`src/rtl/concat_packer_if.sv`:
```
// Handshake bundle for concat_packer: field input side and packed-word output side.
// master = the environment driving fields and consuming words; slave = the packer.
interface concat_packer_if #(
  parameter int W = 3,
  parameter int N = 3
);
  localparam int CW = $clog2(N + 1);

  logic            in_valid;
  logic            in_ready;
  logic [W-1:0]    in_data;
  logic            in_last;
  logic            rep_mode;
  logic            out_valid;
  logic            out_ready;
  logic [N*W-1:0]  out_data;
  logic [CW-1:0]   out_count;

  modport master (
    output in_valid, in_data, in_last, rep_mode, out_ready,
    input  in_ready, out_valid, out_data, out_count
  );

  modport slave (
    input  in_valid, in_data, in_last, rep_mode, out_ready,
    output in_ready, out_valid, out_data, out_count
  );
endinterface

```
`src/rtl/concat_packer.sv`:
```
// Packs W-bit fields into an N*W-bit word (first field in the MSBs), or replicates a
// single field N times; one word is held and presented until the consumer takes it.
module concat_packer #(
  parameter int W = 3,
  parameter int N = 3
) (
  input  logic           clk,
  input  logic           rst,
  concat_packer_if.slave bus
);
  localparam int CW = $clog2(N + 1);

  typedef enum logic [1:0] {IDLE, FILL, HOLD} state_e;

  state_e         state_q, state_d;
  logic [CW-1:0]  cnt_q, cnt_d;
  logic [N*W-1:0] acc_q, acc_d;
  logic           mode_q, mode_d;
  logic           accept;
  logic           xfer;
  logic           rep;

  // The word register doubles as the output, so HOLD stability comes for free.
  assign bus.out_valid = (state_q == HOLD);
  assign bus.in_ready  = (state_q != HOLD);
  assign bus.out_data  = acc_q;
  assign bus.out_count = cnt_q;

  assign accept = bus.in_valid && bus.in_ready;
  assign xfer   = bus.out_valid && bus.out_ready;
  assign rep    = (state_q == IDLE) ? bus.rep_mode : mode_q;

  // NOTE: every next-state variable gets its default first, so no path can infer a latch.
  always_comb begin
    state_d = state_q;
    cnt_d   = cnt_q;
    acc_d   = acc_q;
    mode_d  = mode_q;
    if (xfer) begin
      state_d = IDLE;
      cnt_d   = '0;
      acc_d   = '0;
      mode_d  = 1'b0;
    end else if (accept) begin
      mode_d = rep;
      if (rep) begin
        acc_d   = {N{bus.in_data}};
        cnt_d   = CW'(N);
        state_d = HOLD;
      end else begin
        for (int i = 0; i < N; i++) begin
          if (cnt_q == CW'(i)) acc_d[(N-1-i)*W +: W] = bus.in_data;
        end
        cnt_d   = cnt_q + CW'(1);
        state_d = (cnt_q == CW'(N - 1) || bus.in_last) ? HOLD : FILL;
      end
    end
  end

  // NOTE: state registers use non-blocking assignments so all flops update together.
  always_ff @(posedge clk) begin
    if (rst) begin
      state_q <= IDLE;
      cnt_q   <= '0;
      acc_q   <= '0;
      mode_q  <= 1'b0;
    end else begin
      state_q <= state_d;
      cnt_q   <= cnt_d;
      acc_q   <= acc_d;
      mode_q  <= mode_d;
    end
  end
endmodule

```
`src/flat_wrapper.sv`:
```
// flat-port wrapper written by rule: the top's interface ports become plain ports
module concat_packer_flat 
#(
  parameter int W = 3,
  parameter int N = 3
)
  (clk, rst, bus_in_valid, bus_in_data, bus_in_last, bus_rep_mode, bus_out_ready, bus_in_ready, bus_out_valid, bus_out_data, bus_out_count);
  concat_packer_if #(.W(W), .N(N)) bus_i ();
  input  logic clk;
  input  logic rst;
  input wire logic [$bits(bus_i.in_valid)-1:0] bus_in_valid;
  input wire logic [$bits(bus_i.in_data)-1:0] bus_in_data;
  input wire logic [$bits(bus_i.in_last)-1:0] bus_in_last;
  input wire logic [$bits(bus_i.rep_mode)-1:0] bus_rep_mode;
  input wire logic [$bits(bus_i.out_ready)-1:0] bus_out_ready;
  output wire logic [$bits(bus_i.in_ready)-1:0] bus_in_ready;
  output wire logic [$bits(bus_i.out_valid)-1:0] bus_out_valid;
  output wire logic [$bits(bus_i.out_data)-1:0] bus_out_data;
  output wire logic [$bits(bus_i.out_count)-1:0] bus_out_count;
  assign bus_i.in_valid = bus_in_valid;
  assign bus_i.in_data = bus_in_data;
  assign bus_i.in_last = bus_in_last;
  assign bus_i.rep_mode = bus_rep_mode;
  assign bus_i.out_ready = bus_out_ready;
  assign bus_in_ready = bus_i.in_ready;
  assign bus_out_valid = bus_i.out_valid;
  assign bus_out_data = bus_i.out_data;
  assign bus_out_count = bus_i.out_count;
  concat_packer #(.W(W), .N(N)) u_core (.clk(clk), .rst(rst), .bus(bus_i));
endmodule
```
`config.mk`:
```
export PLATFORM = sky130hd
export DESIGN_NAME = concat_packer_flat
export DESIGN_NICKNAME = d
export VERILOG_FILES = /design/src/rtl/concat_packer_if.sv /design/src/rtl/concat_packer.sv /design/src/flat_wrapper.sv
export SDC_FILE = /design/constraint.sdc
export NUM_CORES = 1
export LEC_CHECK = 0
export ABC_CLOCK_PERIOD_IN_PS = 3500
export CORE_MARGIN = 2
export CORE_UTILIZATION = 47
export DETAILED_ROUTE_END_ITERATION = 10
export GPL_ROUTABILITY_DRIVEN = 0
export PLACE_DENSITY = 0.92
export SYNTH_ARGS = -nofsm -noshare
export SYNTH_HDL_FRONTEND = slang
export SYNTH_SLANG_ARGS = --single-unit
```
`constraint.sdc`:
```
create_clock -name clk -period 3.5 [get_ports clk]
set_input_delay 0.35 -clock clk [delete_from_list [all_inputs] [get_ports clk]]
set_output_delay 0.35 -clock clk [all_outputs]
set_load 0.01 [all_outputs]
```
==> metrics.cfg <==
[setup_path]
endpoint_kind = output pin
cp_max_fo = 8
startpoint_type = flip-flop
startpoint = u_core.state_q[0]
crit_type = flip-flop to output pin
rr_startpoint = u_core.bus.out_count[1]
critical-path-max-stage-delay_ns = 0.56
required_ns = 3.15
crit_slowest_cell = clkdlybuf4s50_1
cp.arrival_ns = 1.69
crit_chain = and2b_2, inv_1, clkdlybuf4s50_1

[floorplanning]
die_h_um = 42.4
die-area_sq_mm = 0.00180
die_x_um = 42.4
rows = 13
start_util_pct = 51.9
coreArea_sq_mm = 0.00133
io_pins = 22

[min_path]
min-delay-start = u_core.bus.out_data[2]
hold_path.class = flip-flop to flip-flop

[clock_tree]
post_cts_resized = 0
cts_root_buf = clkbuf_4
cts_tree = built
clkTransAtPathRegs_ns = 0.08
clock_latency_ns = 0.29
clock-sinks = 14
cts_setup_buffers = 0
h-tree-depth = 1
clock_path_buffers = 2
cts_buffers = 3
hold_buffers = 0

[cells_and_area]
final_util_pct = 70.6
n_antenna_cell = 0
nets = 105
layout-drive-gt1-share_pct = 14.1
area_growth_pct = 36.2

[drt]
via_per_inst = 5.64
wirelength_mm = 1.52
wl_per_cell_um = 14.2
remaining_drc_errors = 0
drt.antenna.violating_nets = 0
dr.pass1.iters = 4
vias = 604
drtIter0Drc = 15

[timing]
fin_crit_ns = 2.04
setup_viol = 0
worstMarginPinSlew_ns = 0.506
rsz0062_at_grt = false
maxSlewViolCount = 0
finalSetupTns_ns = 0
period_share_pct = 58.3
hold_viol = 0
fmax_mhz = 490
fin_skew_ns = 0.000343
relSlewSlack_pct = 66.2

[synth]
synth_area_leaders = dfxtp_1 41%, mux2i_1 13%, nand3_1 8.7%
ys_seq_area_share_pct = 40.5
synth_common_cells = 14 x dfxtp_1, 12 x nand3_1, 9 x mux2i_1, 5 x inv_1
synthFlopType = dfxtp_1
synth-edff-count = 0
yosys_warnings = 0
synth.distinct_cells = 24
synthCells = 70
synth.net_count = 82
post-synth-top-count-cell = dfxtp_1
avgSynthCellArea_sq_um = 9.88
synth_seq_cells = 14
synth_top_area_share_pct = 40.5
netlist_area_sq_um = 692
yosysTopAreaCell = dfxtp_1
synthArstFlopShare_pct = 0

[power]
cellLeakagePower_nw = 0.378
power_density_mw_per_mm2 = 425
power_mw = 0.400
vdd_drop_max_v = 0.000234

[run_status]
status = complete, no violations

[global_route]
grt_usage_pct = 19.0
overflow = 0
grt_pass1_wl_mm = 2.53
antenna_found_initial = 0
grt_pass1_vias = 553
grt_max_degree = 15

[job]
maxCapViolations = 0

[place]
numPortBuffers = 21
dp.final_hpwl_mm = 1.13

==> final timing paths <==
path                            endpoint  slack, ns  cells past startpoint
hold reg to reg   u_core.bus.out_data[2]       0.47                      2
setup reg to reg  u_core.bus.out_data[8]       1.90                      5
setup / recovery            bus_in_ready       1.46                      3
hold / removal    u_core.bus.out_data[2]       0.47                      2
==> report_power, final <==
group | leakage [nW] | internal, mW | switching (mW)
Sequential | 0.115 | 0.172 | 0.00921
Clock | 0.0210 | 0.0635 | 0.0555
Combinational | 0.242 | 0.0549 | 0.0452
==> layer usage <==
metal	vias to the layer above	global-route usage (%)	part of all wire [%]	wire length, um
met5	-	0	0	0
met4	0	11.3	2.8	42
met3	5	5.17	5.1	77
met2	17	26.8	44	674
met1	283	25.4	48	722
li1	299	-	-	-
==> placed cells by master, fill, tap and decap left out <==
cell and instances:
nor2_1 2, a211oi_1 2, o21ba_2 3, nand2_1 1, a31o_2 1, nor3_1 1
o31ai_1 1, and2b_2 1, a21oi_1 3, o221ai_1 2, clkbuf_4 3, mux2i_1 9
dfxtp_1 14, clkbuf_8 1, nor3b_1 1, or3_4 1, nand4_1 1, clkdlybuf4s50_1 21
inv_1 5, ha_1 3, nand2b_2 1, nand3_1 12, a21boi_4 1, nand3b_1 1
o221a_2 1
==> worst max-delay path, delay by kind of cell, from the launching register on <==
kind                   cells  cell delay, ns
buffers and inverters      2            0.67
AND/OR/NAND/NOR            1            0.27
flip-flops                 1            0.46
==> cells by family after synthesis <==
| group | after synthesis | synth area share [%] |
|---|---|---|
| and+or+nand+nor | 22 | 18.3 |
| AOI/OAI and AO/OA | 14 | 17.9 |
| DFF | 14 | 40.5 |
| muxes | 9 | 13.0 |
| buffers and inverters | 8 | 4.88 |
| adders and majority gates | 3 | 5.43 |
==> sequential cells by signal, indices dropped and copies added, names as in the netlist <==
register and count:
u_core.bus.out_data 9, u_core.bus.out_count 2, u_core.state_q 2, u_core.mode_q 1
==> layout make-up <==
cell class	instances	area [sq um]
repair buffers	21	210
fillers	100	392
inverters	5	18.8
well taps	15	18.8
flip-flops and latches	14	280
clock buffers	4	36.3
multi-input cells	48	378
==> metrics by stage <==
step	std cells	hold WS, ns	area, sq um	worst slack, ns
2_1_floorplan	70	0.477	692	2.03
3_3_place_gp	103	0.459	906	1.78
3_5_place_dp	103	0.466	906	1.75
4_1_cts	107	0.477	942	1.47
5_1_grt	107	0.494	942	1.36
6_report	107	0.474	942	1.46
Power figures use the tool's default switching activity.
